==> src/rtl/decoder_pkg.sv <==
// Shared types and helpers for the registered one-hot decoder with auto-scan.
package decoder_pkg;

    localparam int unsigned ONEHOT_W = 256;

    typedef enum logic [1:0] {
        IDLE,
        DIRECT,
        SCAN
    } state_t;

    // Wide one-hot vector; callers truncate to their own output width.
    function automatic logic [ONEHOT_W-1:0] onehot(input int unsigned idx);
        return ONEHOT_W'(1) << idx;
    endfunction

endpackage

==> src/rtl/dwell_counter.sv <==
// Cycles-per-slot counter; tc marks the last cycle of the current slot.
module dwell_counter #(
    parameter int unsigned DWELL_W = 8
) (
    input  logic               Clock,
    input  logic               Reset,
    input  logic               clr,
    input  logic [DWELL_W-1:0] Dwell,
    output logic               tc
);

    logic [DWELL_W-1:0] count;

    // >= lets a lowered Dwell end the slot immediately instead of overrunning.
    assign tc = (count >= Dwell);

    always_ff @(posedge Clock) begin
        if (Reset || clr || tc) begin
            count <= '0;
        end else begin
            count <= count + DWELL_W'(1);
        end
    end

endmodule

==> src/rtl/decoder_seq_n.sv <==
// Registered N-to-2^N one-hot decoder with enable and an auto-scan mode
// that walks the asserted bit across all outputs with a programmable dwell.
module decoder_seq_n
    import decoder_pkg::*;
#(
    parameter int unsigned N       = 2,
    parameter int unsigned DWELL_W = 8
) (
    input  logic               Clock,
    input  logic               Reset,
    input  logic               En,
    input  logic               Mode,
    input  logic [N-1:0]       W,
    input  logic [DWELL_W-1:0] Dwell,
    output logic [2**N-1:0]    Y,
    output logic [N-1:0]       Idx,
    output logic               Busy,
    output logic               Wrap
);

    localparam int unsigned OUT_W = 2**N;

    state_t state;
    logic   steady;
    logic   clr;
    logic   tc;

    // The dwell count only runs while staying in SCAN; every other path restarts it.
    assign steady = (state == SCAN) && En && Mode;
    assign clr    = !steady;

    dwell_counter #(
        .DWELL_W(DWELL_W)
    ) u_dwell (
        .Clock (Clock),
        .Reset (Reset),
        .clr   (clr),
        .Dwell (Dwell),
        .tc    (tc)
    );

    always_ff @(posedge Clock) begin
        if (Reset) begin
            state <= IDLE;
            Y     <= '0;
            Idx   <= '0;
            Busy  <= 1'b0;
            Wrap  <= 1'b0;
        end else if (!En) begin
            state <= IDLE;
            Y     <= '0;
            Idx   <= '0;
            Busy  <= 1'b0;
            Wrap  <= 1'b0;
        end else if (!Mode) begin
            state <= DIRECT;
            Y     <= OUT_W'(onehot(32'(W)));
            Idx   <= W;
            Busy  <= 1'b0;
            Wrap  <= 1'b0;
        end else if (state != SCAN) begin
            // Any entry into scan restarts at slot 0.
            state <= SCAN;
            Y     <= OUT_W'(1);
            Idx   <= '0;
            Busy  <= 1'b1;
            Wrap  <= 1'b0;
        end else if (tc) begin
            state <= SCAN;
            Y     <= {Y[OUT_W-2:0], Y[OUT_W-1]};
            Idx   <= Idx + N'(1);
            Busy  <= 1'b1;
            Wrap  <= (Idx == N'(OUT_W - 1));
        end else begin
            state <= SCAN;
            Busy  <= 1'b1;
            Wrap  <= 1'b0;
        end
    end

endmodule

==> config.mk <==
export PLATFORM = sky130hd
export DESIGN_NAME = decoder_seq_n
export DESIGN_NICKNAME = d
export VERILOG_FILES = /design/src/rtl/decoder_pkg.sv /design/src/rtl/dwell_counter.sv /design/src/rtl/decoder_seq_n.sv
export SDC_FILE = /design/constraint.sdc
export NUM_CORES = 1
export LEC_CHECK = 0
export CORE_MARGIN = 2
export CORE_UTILIZATION = 45
export CTS_BUF_LIST = sky130_fd_sc_hd__clkbuf_8
export DETAILED_ROUTE_END_ITERATION = 6
export PLACE_DENSITY = 0.81
export SETUP_SLACK_MARGIN = 0.2
export SLEW_MARGIN = 40
export SYNTH_ARGS = -nofsm -noshare
export SYNTH_HDL_FRONTEND = slang
export SYNTH_SLANG_ARGS = --single-unit
==> constraint.sdc <==
create_clock -name Clock -period 2 [get_ports Clock]
set_clock_uncertainty 0.1 [all_clocks]
set_input_delay 0.5 -clock Clock [delete_from_list [all_inputs] [get_ports Clock]]
set_output_delay 0.5 -clock Clock [all_outputs]
set_load 0.01 [all_outputs]
### Yosys cells after proc, flatten, opt, wreduce, memory -nomap -nowiden

Index checks and enable logic that the tools add are counted.

| storage, ports and cells | value |
|---|---|
| output and inout bits | 8 |
| input bits | 14 |
| flip-flop bits (word level) | 18 |

| cells by class | value |
|---|---|
| magnitude comparators | 1 |
| shifts and indexed selects | 1 |
| bitwise gates (word level) | 3 |
| equal/unequal tests | 4 |
| $add $sub $neg | 2 |
| reduce and logical (&&, ||, !) cells | 7 |
| muxes and demuxes | 8 |

Operators by type and width:

| cell | count |
|---|---|
| 2-to-1 mux 4 bit | 3 |
| adder 8 x 1 -> 8 bit, second input constant | 1 |
| greater-or-equal comparator 8 bit | 1 |
| 2-to-1 mux 2 bit | 4 |
| OR reduction 5 bit | 1 |
| == test 2 bit, second input constant | 2 |
| left shift 1 x 2 -> 4 bit, first input constant | 1 |
| inequality test 3 x 1 -> 1 bit, second input constant | 1 |
| NOT 1 bit | 3 |
| adder 2 x 1 -> 2 bit, second input constant | 1 |
| logical AND 1 bit | 2 |
| logical OR 1 bit | 2 |
| inequality test 2 bit, second input constant | 1 |
| OR reduction 2 bit | 1 |
| zero test 1 bit | 1 |
| 2-to-1 mux 1 bit | 1 |

### Longest topological paths before layout

| depth | value |
|---|---|
| depth in word-level cells | 6 |
| depth in mapped cells | 8 |

### Modules after synthesis

From an unflattened synthesis, not the netlist that was laid out.

| unflattened totals | value |
|---|---|
| cells, all modules | 106 |
| area, all modules | 979.7 µm² |

By module, submodules not included:

| module | cells an instance | times used | area each (µm²) |
|---|---|---|---|
| dwell_counter | 59 | 1 | 549.3 |
| decoder_seq_n | 47 | 1 | 430.4 |

### Worst setup path before layout

No wires, ideal clock.

| timing | value |
|---|---|
| kind | input -> register |
| start | in Dwell[2] |
| end | reg Y[1] |
| path buffers | 1 |
| stages on the path | 8 |
| data arrival time | 1828 ps |
| path slack | -8 ps |
| data required time | 1819 ps |
| path through | inv_1 > ha_1 > a211oi_2 > o21ai_2 > a211oi_4 > nand2_2 > buf_6 > a211oi_2 |

| between the ends | value |
|---|---|
| cells in the longest elaborated chain, start to end | 2 |

Ends and longest elaborated chain:

| element | RTL line | RTL |
|---|---|---|
| start, declared | decoder_seq_n.sv:14 | `input logic [DWELL_W-1:0] Dwell,` |
| greater-or-equal comparator 8 bit | dwell_counter.sv:15 | `assign tc = (count >= Dwell);` |
| inequality test 3 x 1 -> 1 bit (no source line) | n/a |  |
| end signal, assigned | decoder_seq_n.sv:57 | `Y <= OUT_W'(onehot(32'(W)));` |
| end signal, assigned | decoder_seq_n.sv:70 | `Y <= {Y[OUT_W-2:0], Y[OUT_W-1]};` |
| end, declared | decoder_seq_n.sv:15 | `output logic [2**N-1:0] Y,` |

Every way passes these cells.
A chain may end at the register's enable or synchronous reset.

### Worst setup path after layout

| timing | value |
|---|---|
| start | reg Idx[1] |
| end | out Idx[1] |

RTL lines:

| element | RTL line | RTL |
|---|---|---|
| start, declared | decoder_seq_n.sv:16 | `output logic [N-1:0] Idx,` |
| start signal, assigned | decoder_seq_n.sv:71 | `Idx <= Idx + N'(1);` |

No word-level cell between the ends.

==> impl_metrics.env <==
export IMPL_number_of_flops_mapped_to_enable_cells_by_yosys=0
export IMPL_drt_wirelength_per_cell_um=13.9
export IMPL_final_net_count=161
export IMPL_global_route_usage_total_pct=20.1
export IMPL_irDropWorstVdd_uv=370
export IMPL_ys_warnings_count=0
export IMPL_library_cells_used_by_synthesis=33
export IMPL_placeable_core_area_um2=2000
export IMPL_start_util_pct=48.6
export IMPL_cellLeakagePower_nw=0.603
export IMPL_finalSetupViolations=0
export IMPL_synth_sequential_area_ratio_pct=35.0
export IMPL_clock_tree_root_cell="sky130_fd_sc_hd__clkbuf_8"
export IMPL_final_cells=163
export IMPL_syn_inst=105
export IMPL_nFillCells=155
export IMPL_worst_pin_slew_ns=0.328
export IMPL_antenna_left=0
export IMPL_io_buffers=21
export IMPL_first_global_vias=899
export IMPL_synth_async_sr_flop_share_pct=0
export IMPL_fp_dieH_um=50.5
export IMPL_worst_path_dominant_cell_family="buffers and inverters"
export IMPL_wl_um=2260
export IMPL_synthesis_area_per_instance_um2=9.26
export IMPL_clock_tree_from_tritoncts="done"
export IMPL_number_of_antenna_violations_at_the_first_check_in_global_routing=0
export IMPL_detailedRoute_firstPassIterationCount=4
export IMPL_fp_dieArea_um2=2550
export IMPL_min_path_type="reg2reg"
export IMPL_vias=872
export IMPL_fin_area_um2=1460
export IMPL_num_rows=16
export IMPL_postPlaceCellArea_um2=1300
export IMPL_grt_start_max_net_pins=14
export IMPL_cp_cell_sequence="clkdlybuf4s50_1"
export IMPL_setup_worst_path_end_class="output port"
export IMPL_postSynthRegisterBits=17
export IMPL_clock_sink_count=17
export IMPL_drv_max_cap_violation_count=0
export IMPL_syn_nets=129
export IMPL_floorplan_io_pins=22
export IMPL_finalCriticalPeriod_ns=1.77
export IMPL_worst_path_max_fanout=3
export IMPL_layout_commonest_cell="sky130_fd_sc_hd__dfxtp_1"
export IMPL_detailedPlacementHpwl_um=1650
export IMPL_max_slew_violations=0
export IMPL_timing_slew_headroom_pct=78.1
export IMPL_timing_critical_path_required_ns=1.40
export IMPL_rsz0062_at_grt="yes"
export IMPL_detail_route_iter0_violations=11
export IMPL_longest_individual_stage_delay_on_the_worst_path_ns=0.55
export IMPL_grt_overflow_total=0
export IMPL_mostFrequentLayoutCells="sky130_fd_sc_hd__dfxtp_1, sky130_fd_sc_hd__nor3_2, sky130_fd_sc_hd__clkdlybuf4s50_1"
export IMPL_crit_type="reg2out"
export IMPL_cpMaxStageDelayCell="sky130_fd_sc_hd__clkdlybuf4s50_1"
export IMPL_antennaDiodeCount=0
export IMPL_run_status="complete, no violations"
export IMPL_maxClockFrequency_ghz=0.565
export IMPL_worst_setup_hold_path_clk_slew_ns=0.06
export IMPL_power_density_nw_per_um2=481
export IMPL_timing_hold_ws_ns=0.402
export IMPL_syn2layout_area_growth_pct=50.1
export IMPL_clkLatencyLatePin_ns=0.25
export IMPL_fin_util_pct=72.9
export IMPL_drc=0
export IMPL_cts_root_to_sink_buffers=2
export IMPL_synth_area_um2=972
export IMPL_timing_critical_path_arrival_ns=1.17
export IMPL_cts_htree_levels=1
export IMPL_final_layout_size_suffix_gt1_share_pct=44.9
export IMPL_cts_buffers=3
export IMPL_cp_buffers_inverters=1
export IMPL_ys_flop_type="sky130_fd_sc_hd__dfxtp_1"
export IMPL_place_detailed_instances=156
export IMPL_layout_worst_path_cycle_share_pct=88.6
export IMPL_vias_per_cell=5.35
export IMPL_final_hold_violation_count=0
export IMPL_place_congestion=0.763
export IMPL_worstSetupStartpointType="flop"
export IMPL_grt_first_pass_wirelength_um=3880
export IMPL_die_width_um=50.5
## kinds of logic (layout without fill, tap and decap cells)
family          count (synthesis)  count (layout)  synth area share (%)
fa+ha+maj                      10              10                  12.9
flops                          17              17                  35.0
compound gates                 19              19                  16.3
simple gates                   41              41                  25.0
buf+inv                        12              43                  5.40
xor+xnor                        6               6                  5.41
## synthesized netlist by cell type, types with 2 or more instances
master / number / area, um2
sky130_fd_sc_hd__xnor2_1: 3 / 26.3
sky130_fd_sc_hd__o21ai_1: 2 / 10.0
sky130_fd_sc_hd__xor2_1: 3 / 26.3
sky130_fd_sc_hd__dfxtp_1: 17 / 340
sky130_fd_sc_hd__nor3_1: 5 / 25.0
sky130_fd_sc_hd__nor3_2: 7 / 70.1
sky130_fd_sc_hd__and3_1: 2 / 12.5
sky130_fd_sc_hd__a211oi_2: 3 / 37.5
sky130_fd_sc_hd__nand4_1: 2 / 12.5
sky130_fd_sc_hd__ha_1: 10 / 125
sky130_fd_sc_hd__nand3_1: 4 / 20.0
sky130_fd_sc_hd__inv_1: 9 / 33.8
sky130_fd_sc_hd__a211oi_1: 2 / 15.0
sky130_fd_sc_hd__nand2_1: 4 / 15.0
sky130_fd_sc_hd__nor2b_1: 2 / 12.5
sky130_fd_sc_hd__nor2_1: 10 / 37.5
sky130_fd_sc_hd__a21oi_1: 4 / 20.0
## final timing paths
kind / startpoint / to / slack, ns / cells after the start
max: Idx[1] / Idx[1] / 0.23 / 1
min: Y[0] / Y[0] / 0.40 / 2
max reg2reg: u_dwell.count[1] / Idx[1] / 0.25 / 6
min reg2reg: Y[0] / Y[0] / 0.40 / 2
## report_power, final
| part | switching, mW | internal, mW |
|---|---|---|
| clock network | 0.112 | 0.136 |
| logic | 0.0514 | 0.0536 |
| registers | 0.00480 | 0.343 |
## cell type report
cell class	count	area, um2	share of cell area [%]
clock inverters	1	3.75	0.257
clock buffers	3	41.3	2.83
flip-flops and latches	17	348	23.8
multi-input cells	76	721	49.4
well taps	27	33.8	2.32
inverters	9	41.3	2.83
repair buffers	30	270	18.5
## worst min-delay path: cells and delay by family (launching register included)
family	cells	cell delay, ns
and+or+nand+nor	1	0.07
DFF	1	0.33
AOI/OAI and AO/OA	1	0.06
## registers in the layout (all words and copies together) (netlist names)
register / cells
u_dwell.count: 8
Y: 4
Idx: 2
Busy: 1
Wrap: 1
state: 1
## through the flow
step                setup WS [ns]  power, mW  TNS [ns]
finish                      0.229      0.701         0
global route                0.131      0.737         0
CTS                         0.139      0.705         0
detailed placement         -0.520      0.455     -6.73
global placement           -0.483      0.452     -6.24
floorplan                   0.146      0.403         0
## metal layers
metal	share of wire, %	up-vias	track usage (%)
met5	0	-	0
met4	0	0	4.95
met3	5.1	0	4.76
met2	54	29	37.7
met1	41	411	22.6
li1	-	432	-
## what timing repair did
| action | in CTS | in global routing |
|---|---|---|
| resized for setup | 35 | 21 |
| setup buffers | 2 | 1 |
| pin swaps | 18 | 13 |
| setup endpoints to repair | 15 | 18 |
| hold buffers | 0 | 0 |
No activity file was read; power rests on OpenSTA's default activity.
